$ cat src/rtl/instr_fetch_pkg.sv
// Shared FSM state type and constants for the RISC-V instruction fetch stage.
package instr_fetch_pkg;

    typedef enum logic [2:0] {
        S_IDLE,
        S_REQ,
        S_WAIT,
        S_FULL,
        S_DRAIN
    } if_state_e;

    localparam logic [31:0] NOP_INSTR   = 32'h0000_0013;
    localparam logic [31:0] IF_RESET_PC = 32'h0000_0000;

endpackage

$ cat src/rtl/instr_fetch_if_id_reg.sv
// IF/ID pipeline register: flush beats load, load beats hold; with neither load nor
// hold the slot empties so decode never sees the same instruction twice.
module if_id_reg
    import instr_fetch_pkg::*;
(
    input  logic        clk,
    input  logic        rst_n,
    input  logic        load,
    input  logic        flush,
    input  logic        hold,
    input  logic [31:0] instr_d,
    input  logic [31:0] pc_d,
    output logic [31:0] instr_q,
    output logic [31:0] pc_q,
    output logic        valid_q
);

    always_ff @(posedge clk or negedge rst_n) begin
        if (!rst_n) begin
            instr_q <= NOP_INSTR;
            pc_q    <= '0;
            valid_q <= 1'b0;
        end else if (flush) begin
            instr_q <= NOP_INSTR;
            valid_q <= 1'b0;
        end else if (load) begin
            instr_q <= instr_d;
            pc_q    <= pc_d;
            valid_q <= 1'b1;
        end else if (!hold) begin
            valid_q <= 1'b0;
        end
    end

endmodule

$ cat src/rtl/instr_fetch.sv
// Instruction fetch stage: PC generation, single-outstanding imem handshake, IF/ID register.
// Optional build macro IF_PERF_CNT_EN adds fetch_cnt_o / stall_cnt_o performance counters.
module instr_fetch
    import instr_fetch_pkg::*;
#(
    parameter logic [31:0] RESET_PC = IF_RESET_PC
)
(
    input  logic        clk,
    input  logic        rst_n,
    output logic        imem_req,
    output logic [31:0] imem_addr,
    input  logic        imem_gnt,
    input  logic        imem_rvalid,
    input  logic [31:0] imem_rdata,
    input  logic        stall_i,
    input  logic        redirect_i,
    input  logic [31:0] redirect_pc,
    output logic [31:0] Instruction,
    output logic [31:0] pc_o,
    output logic        valid_o
`ifdef IF_PERF_CNT_EN
    ,
    output logic [31:0] fetch_cnt_o,
    output logic [31:0] stall_cnt_o
`endif
);

    if_state_e   state, state_n;
    logic [31:0] fetch_pc;
    logic [31:0] inflight_pc;
    logic [31:0] skid_instr;
    logic [31:0] skid_pc;
    logic        ld_resp, ld_skid, cap_skid;
    logic        take;
    logic        load;

    // Redirect suppresses any request so no stale transaction is left in flight.
    always_comb begin
        state_n  = state;
        imem_req = 1'b0;
        ld_resp  = 1'b0;
        ld_skid  = 1'b0;
        cap_skid = 1'b0;
        if (redirect_i) begin
            state_n = ((state == S_WAIT || state == S_DRAIN) && !imem_rvalid) ? S_DRAIN : S_REQ;
        end else begin
            case (state)
                S_IDLE: state_n = S_REQ;
                S_REQ: begin
                    imem_req = 1'b1;
                    if (imem_gnt) state_n = S_WAIT;
                end
                S_WAIT: begin
                    if (imem_rvalid) begin
                        if (stall_i) begin
                            cap_skid = 1'b1;
                            state_n  = S_FULL;
                        end else begin
                            ld_resp  = 1'b1;
                            imem_req = 1'b1;
                            state_n  = imem_gnt ? S_WAIT : S_REQ;
                        end
                    end
                end
                S_FULL: begin
                    if (!stall_i) begin
                        ld_skid = 1'b1;
                        state_n = S_REQ;
                    end
                end
                S_DRAIN: if (imem_rvalid) state_n = S_REQ;
                default: state_n = S_IDLE;
            endcase
        end
    end

    assign imem_addr = fetch_pc;
    assign take      = imem_req && imem_gnt;
    assign load      = ld_resp || ld_skid;

    always_ff @(posedge clk or negedge rst_n) begin
        if (!rst_n) begin
            state    <= S_IDLE;
            fetch_pc <= RESET_PC;
        end else begin
            state <= state_n;
            if (redirect_i) begin
                fetch_pc <= redirect_pc & 32'hFFFF_FFFC;
            end else if (take) begin
                fetch_pc <= fetch_pc + 32'd4;
            end
        end
    end

    // Skid contents are only meaningful in S_FULL; leaving that state invalidates them.
    always_ff @(posedge clk) begin
        if (take) inflight_pc <= fetch_pc;
        if (cap_skid) begin
            skid_instr <= imem_rdata;
            skid_pc    <= inflight_pc;
        end
    end

    if_id_reg u_if_id_reg (
        .clk     (clk),
        .rst_n   (rst_n),
        .load    (load),
        .flush   (redirect_i),
        .hold    (stall_i),
        .instr_d (ld_skid ? skid_instr : imem_rdata),
        .pc_d    (ld_skid ? skid_pc : inflight_pc),
        .instr_q (Instruction),
        .pc_q    (pc_o),
        .valid_q (valid_o)
    );

`ifdef IF_PERF_CNT_EN
    always_ff @(posedge clk or negedge rst_n) begin
        if (!rst_n) begin
            fetch_cnt_o <= '0;
            stall_cnt_o <= '0;
        end else begin
            if (load) fetch_cnt_o <= fetch_cnt_o + 32'd1;
            if (stall_i && valid_o && !redirect_i) stall_cnt_o <= stall_cnt_o + 32'd1;
        end
    end
`endif

endmodule

$ cat config.mk
export PLATFORM = sky130hd
export DESIGN_NAME = instr_fetch
export DESIGN_NICKNAME = d
export VERILOG_FILES = /design/src/rtl/instr_fetch_pkg.sv /design/src/rtl/instr_fetch_if_id_reg.sv /design/src/rtl/instr_fetch.sv
export SDC_FILE = /design/constraint.sdc
export NUM_CORES = 1
export LEC_CHECK = 0
export CORE_UTILIZATION = 35
export DETAILED_ROUTE_END_ITERATION = 8
export PLACE_DENSITY = 0.57
export SLEW_MARGIN = 20
export SYNTH_ARGS = -nofsm -noshare
export SYNTH_HDL_FRONTEND = slang
export SYNTH_HIERARCHICAL = 1
export SYNTH_SLANG_ARGS = --single-unit
$ cat constraint.sdc
create_clock -name clk -period 7 [get_ports clk]
set_clock_uncertainty 0.2 [all_clocks]
set_input_delay 1.4 -clock clk [delete_from_list [all_inputs] [get_ports clk]]
set_output_delay 1.4 -clock clk [all_outputs]
set_load 0.05 [all_outputs]
==> impl_metrics.toml, run 1 <==
[setup_path]
critPathTopFamily = "buffers and inverters"
critical_path_buf_inv_count = 2
path_max_fanout = 7
critPathArrivalTime_ns = 3.38
cp_slowest_cell = "clkdlybuf4s50_1"
cp.depth = 4
r2r_cells = 7
worstPathCellList = "clkdlybuf4s50_1 -> nand4bb_4 -> a211oi_1 -> clkdlybuf4s50_1"
start_kind = "input port"
end_kind = "output port"
crit_top_cell = "clkdlybuf4s50_1"
cpPeakStageDelay_ns = 0.89
cp.required_ns = 5.40
criticalPathCategory = "in -> out"

[synth]
ys_warn_count = 6
yosysSeqAreaShare_pct = 63.0
ys_types = 57
synth_flop_cell = "dfrtp_1"
synth_edf_count = 92
synth_seq_cells = 190
syn_area_per_cell_sq_um = 14.4
synthCells = 575
synth.top_cell.area_share_pct = 33.3
synthTopCellsByArea = "edfxtp_1, dfrtp_1, mux2_2"
synth_area_sq_um = 8290
ys_async_sr_fraction_pct = 51.6
yosys.area.top_type = "edfxtp_1"

[routing]
num_vias = 5206
via_per_inst = 4.91
wire_per_inst_microns = 18.0
drt_iter0_drc = 268
antenna_left = 0
drc = 0
wl_microns = 19100
drt_first_pass_iters = 4

[power]
combPwrFrac_pct = 31.2
power.internal_mw = 2.22
switching_power_mw = 1.21
ir_drop_v = 0.000227
switching_share_pct = 35.3
powerDensity_nw_per_um2 = 320
power.share.sequential_pct = 42.2
p_leak_nw = 3.98
p_clk_share_pct = 26.6

[cells_and_area]
fillCellCount = 2023
regArea_sq_um = 5220
final_nets = 805
drive_above_1_share_pct = 21.0
syn_to_final_growth_pct = 29.6
finalNonFillerCells = 1060
multiInputGateArea_sq_um = 2890
diodes = 0

[grt]
grtUsageTotal_pct = 16.3
grt_pass1_wl_microns = 30300
grt_overflow = 0
grt_max_degree = 98
first_global_vias = 5315
antenna_found_initial = 0

[sta]
tightestPinTransition_ns = 1.04
rsz0062_at_grt = "no"
relSlewSlack_pct = 30.6
fin_crit_ns = 4.98
fmax_ghz = 0.201
setup_viol = 0
finalHoldViolCount = 0
min_period_over_period_pct = 71.2
tns_ns = 0
final_max_slew_viol_count = 0

[cts]
cts_setup_buffers = 0
cts_tree = "done"
clkTransAtPathRegs_ns = 0.07
htreeDepth = 4
clock_latency_ns = 0.43
ctsHoldBuffers = 0
cts_made_buffers = 17
clk_path_buf_depth = 2
cts.sinks = 190
ctsResizeCount = 0
cts-root-buf = "clkbuf_16"

[placed_design]
port_buffers = 163
dp_cells = 1028
gp_congestion = 0.800
dpl.hpwl_microns = 12500

[floorplanning]
die_x_microns = 156
die_h_microns = 156
pin_count = 168
die-area_sq_um = 24300
core_sq_um = 22900
start_util_pct = 36.2
row_count = 55

[min_path]
min_path_type = "reg -> reg"
holdPathStages = 0

[outcome]
status = "finished, final reports clean"

[job]
drv_cap = 0
-- power by group through the flow --
stage | Clock [mW] | Combinational [mW] | Sequential, mW
floorplan | 0 | 0.323 | 1.84
global placement | 0 | 1.07 | 1.47
detailed placement | 0 | 1.08 | 1.47
CTS | 0.947 | 1.08 | 1.45
global route | 0.991 | 1.12 | 1.47
finish | 0.914 | 1.07 | 1.45
-- layout by cell type (no fill, tap or decap), types with 17 or more instances in the layout --
cell	synthesis	routed
clkbuf_16	0	17
clkdlybuf4s50_1	0	161
dfrtp_1	95	95
edfxtp_1	92	92
mux2_2	66	66
mux2_4	30	30
mux2i_1	32	32
nand2_1	37	37
nand4_1	17	17
nor2_1	40	40
o21ai_0	20	20
-- registers in the layout, indices dropped and copies added (netlist names) --
signal / cells
skid_pc: 30
inflight_pc: 30
u_if_id_reg/pc_q: 32
u_if_id_reg/instr_q: 32
state: 3
skid_instr: 32
imem_addr: 30
u_if_id_reg/valid_q: 1
-- cells in the mapped netlist (5+ instances only) --
cell type and count:
a21oi_1 7, and3_1 7, buf_2 12, buf_6 6
clkbuf_1 8, dfrtp_1 95, edfxtp_1 92, inv_1 5
mux2_2 66, mux2_4 30, mux2i_1 32, nand2_1 37
nand3_1 12, nand4_1 17, nor2_1 40, nor2b_1 6
nor3_1 6, o21ai_0 20, xnor2_1 12, xor2_1 13
-- path summary, 6_finish.rpt --
check	startpoint	to	slack, ns
min reg2reg	inflight_pc[22]	skid_pc[22]	0.24
max reg2reg	state[1]	u_if_id_reg/pc_q[0]	3.38
max in group asynchronous	rst_n	u_if_id_reg/pc_q[4]	4.64
max	imem_rvalid	imem_req	2.02
min	inflight_pc[22]	skid_pc[22]	0.24
min in group asynchronous	rst_n	u_if_id_reg/pc_q[24]	0.80
-- through the flow --
step	setup slack, ns	hold slack (ns)	instance area [sq um]	power (mW)	utilization, %
floorplan	0.154	0.220	8300	2.16	-
global placement	2.05	0.230	10200	2.54	44.5
detailed placement	1.99	0.231	10200	2.55	44.5
CTS	2.01	0.241	10700	3.48	46.9
global route	1.92	0.247	10700	3.58	46.9
finish	2.02	0.239	10700	3.43	46.9
-- layout make-up --
type / instances / share of cell area, %
inverter: 6 / 0.210
sequential: 190 / 48.6
tap: 313 / 3.65
clock inverter: 14 / 1.16
clock buffer: 18 / 3.99
multi-input combinational: 350 / 26.9
timing repair buffer: 169 / 15.6
-- worst reg2reg max path: cells and delay by family (launching register included) --
| family | cells | cell delay, ns |
|---|---|---|
| buffers and inverters | 3 | 1.02 |
| AOI/OAI and AO/OA | 1 | 0.25 |
| DFF | 1 | 0.52 |
| muxes | 1 | 0.37 |
| and+or+nand+nor | 2 | 1.15 |
-- logic make-up (layout without fill, tap and decap cells) --
kind of cell / count (synthesis) / count (layout) / share of synthesized area [%]
and+or+nand+nor: 146 / 146 / 9.54
xor gates and xnor gates: 25 / 25 / 2.64
other: 1 / 4 / 0.0452
muxes: 128 / 128 / 18.3
buffers and inverters: 38 / 207 / 2.58
DFF: 190 / 190 / 63.0
AOI/OAI and AO/OA: 46 / 46 / 3.82
adders and majority gates: 1 / 1 / 0.151
-- layer usage --
metal	GRT usage (%)	up-vias	wire, microns
li1	-	2415	-
met3	4.08	9	1020
met1	21.9	2640	8650
met5	0	-	0
met4	4.30	0	157
met2	26.3	142	9250
Note: power is estimated with default switching activity, not from simulation.
==> inputs of run 2 (changes only) <==
--- a/config.mk
+++ b/config.mk
@@ -7,7 +7,7 @@
 export LEC_CHECK = 0
 export CORE_UTILIZATION = 35
 export DETAILED_ROUTE_END_ITERATION = 8
-export PLACE_DENSITY = 0.57
+export PLACE_DENSITY = 0.59
 export SLEW_MARGIN = 20
 export SYNTH_ARGS = -nofsm -noshare
 export SYNTH_HDL_FRONTEND = slang
==> constraint.sdc (replaced) <==
create_clock -name clk -period 4.3 [get_ports clk]
set_clock_uncertainty 0.2 [all_clocks]
set_input_delay 0.86 -clock clk [delete_from_list [all_inputs] [get_ports clk]]
set_output_delay 0.86 -clock clk [all_outputs]
set_load 0.05 [all_outputs]
==> run 2 against run 1 <==
Compared with the run above:
- via count decreased by 0.71%
- first-iteration DRC count increased by 16%
- die area unchanged
- total power increased by 67%
- global-route usage increased by 0.21 points
- cell count increased by 0.28%
- count of clock-buffer cells in the layout increased by 1
- combinational power increased by 64%
- sequential share of layout area decreased by 0.43 points
- critical path type unchanged
- largest cell class unchanged
==> impl_metrics.toml, run 2 (same netlist as run 1, synthesis figures left out) <==
[outcome]
status = "finished, final reports clean"

[setup_path]
end_kind = "output port"
crit-reg2reg-launch = "state[1]"
path_max_fanout = 5
timing.critical_path.from = "stall_i"
worstPathCellList = "clkdlybuf4s50_1 -> nand4bb_4 -> a211oi_1 -> buf_4"
critPathTopFamily = "buffers and inverters"
critPathArrivalTime_ns = 2.22
critical_path_buf_inv_count = 2
cp_slowest_cell = "clkdlybuf4s50_1"
criticalPathCategory = "in -> out"
start_kind = "input port"
cpPeakStageDelay_ns = 0.53
cp.required_ns = 3.24

[sta]
tns_ns = 0
tightestPinTransition_ns = 0.669
min_period_over_period_pct = 76.3
whs_ns = 0.216
final_max_slew_viol_count = 0
setup_viol = 0
finalHoldViolCount = 0
relSlewSlack_pct = 55.4
rsz0062_at_grt = "no"
fmax_ghz = 0.305
fin_crit_ns = 3.28

[grt]
grt_max_degree = 65
grt_pass1_wl_microns = 30700
antenna_found_initial = 0
grt_overflow = 0
first_global_vias = 5467
grtUsageTotal_pct = 16.5

[cells_and_area]
drive_above_1_share_pct = 21.5
syn_to_final_growth_pct = 30.8
mostFrequentLayoutCells = "clkdlybuf4s50_1, dfrtp_1, edfxtp_1"
diodes = 0
final_common_cell = "clkdlybuf4s50_1"
fillCellCount = 1977
largest_registers = "skid_instr: 32 flops, u_if_id_reg/instr_q: 32 flops, u_if_id_reg/pc_q: 32 flops"
final_nets = 809
finalNonFillerCells = 1063

[cts]
clkTransAtPathRegs_ns = 0.07
ctsHoldBuffers = 0
clk_path_buf_depth = 2
cts_tree = "done"
cts_made_buffers = 17
clock_latency_ns = 0.42
cts-root-buf = "clkbuf_16"
htreeDepth = 4
cts_setup_buffers = 0
cts.sinks = 190
ctsResizeCount = 0

[placed_design]
port_buffers = 163
gp_congestion = 0.792
dp_cells = 1032
dpl.hpwl_microns = 12800

[power]
switching_power_mw = 1.93
power.share.sequential_pct = 41.2
ir_drop_v = 0.000389
p_leak_nw = 4.03
p_clk_share_pct = 28.3
combPwrFrac_pct = 30.6
switching_share_pct = 33.7
power.internal_mw = 3.79
powerDensity_nw_per_um2 = 528

[floorplanning]
core_sq_um = 22900
die_h_microns = 156
pin_count = 168
row_count = 55
die_x_microns = 156
die-area_sq_um = 24300
start_util_pct = 36.2

[routing]
num_vias = 5169
antenna_left = 0
drc = 0
via_per_inst = 4.86
drt_iter0_drc = 310
wire_per_inst_microns = 18.1
drt_first_pass_iters = 4
wl_microns = 19200

[min_path]
min_path_type = "in -> async"

[job]
drv_cap = 0
## run 2: final timing paths
path                       cells after the start                       to  slack (ns)
max reg2reg                                    6     u_if_id_reg/pc_q[29]        1.67
min                                            1  u_if_id_reg/instr_q[23]        0.22
max in group asynchronous                      2   u_if_id_reg/instr_q[1]        2.79
min reg2reg                                    0              skid_pc[11]        0.25
max                                            4                 imem_req        1.02
min in group clk                               0              skid_pc[11]        0.25
## run 2: cell type report
| cell class | instances | area (sq um) | area share [%] |
|---|---|---|---|
| flip-flops and latches | 190 | 5220 | 48.1 |
| repair buffers | 173 | 1710 | 15.8 |
| multi-input cells | 350 | 2890 | 26.7 |
| well taps | 313 | 392 | 3.61 |
| clock inverters | 12 | 160 | 1.48 |
| inverters | 6 | 22.5 | 0.208 |
| clock buffers | 19 | 443 | 4.09 |
## run 2: power groups by stage
stage	Clock, mW	Sequential, mW	Combinational, mW
finish	1.62	2.35	1.75
global route	1.74	2.39	1.83
CTS	1.67	2.36	1.77
detailed placement	0	2.39	1.76
global placement	0	2.38	1.74
floorplan	0	2.99	0.526
## run 2: metal layers
layer	vias up	global-route usage [%]	share of wire, %
met5	-	0	0
met4	0	4.72	0.86
met3	15	3.50	5.5
met2	164	26.7	48
met1	2577	22.4	46
li1	2413	-	-
## run 2: through the flow
stage               power (mW)  worst slack [ns]  utilization, %  instance area [sq um]
floorplan                 3.52             0.786               -                   8310
global placement          4.12             0.783            44.7                  10200
detailed placement        4.15             0.739            44.7                  10200
CTS                       5.79              1.01            47.3                  10800
global route              5.96             0.919            47.3                  10800
finish                    5.72              1.02            47.3                  10800
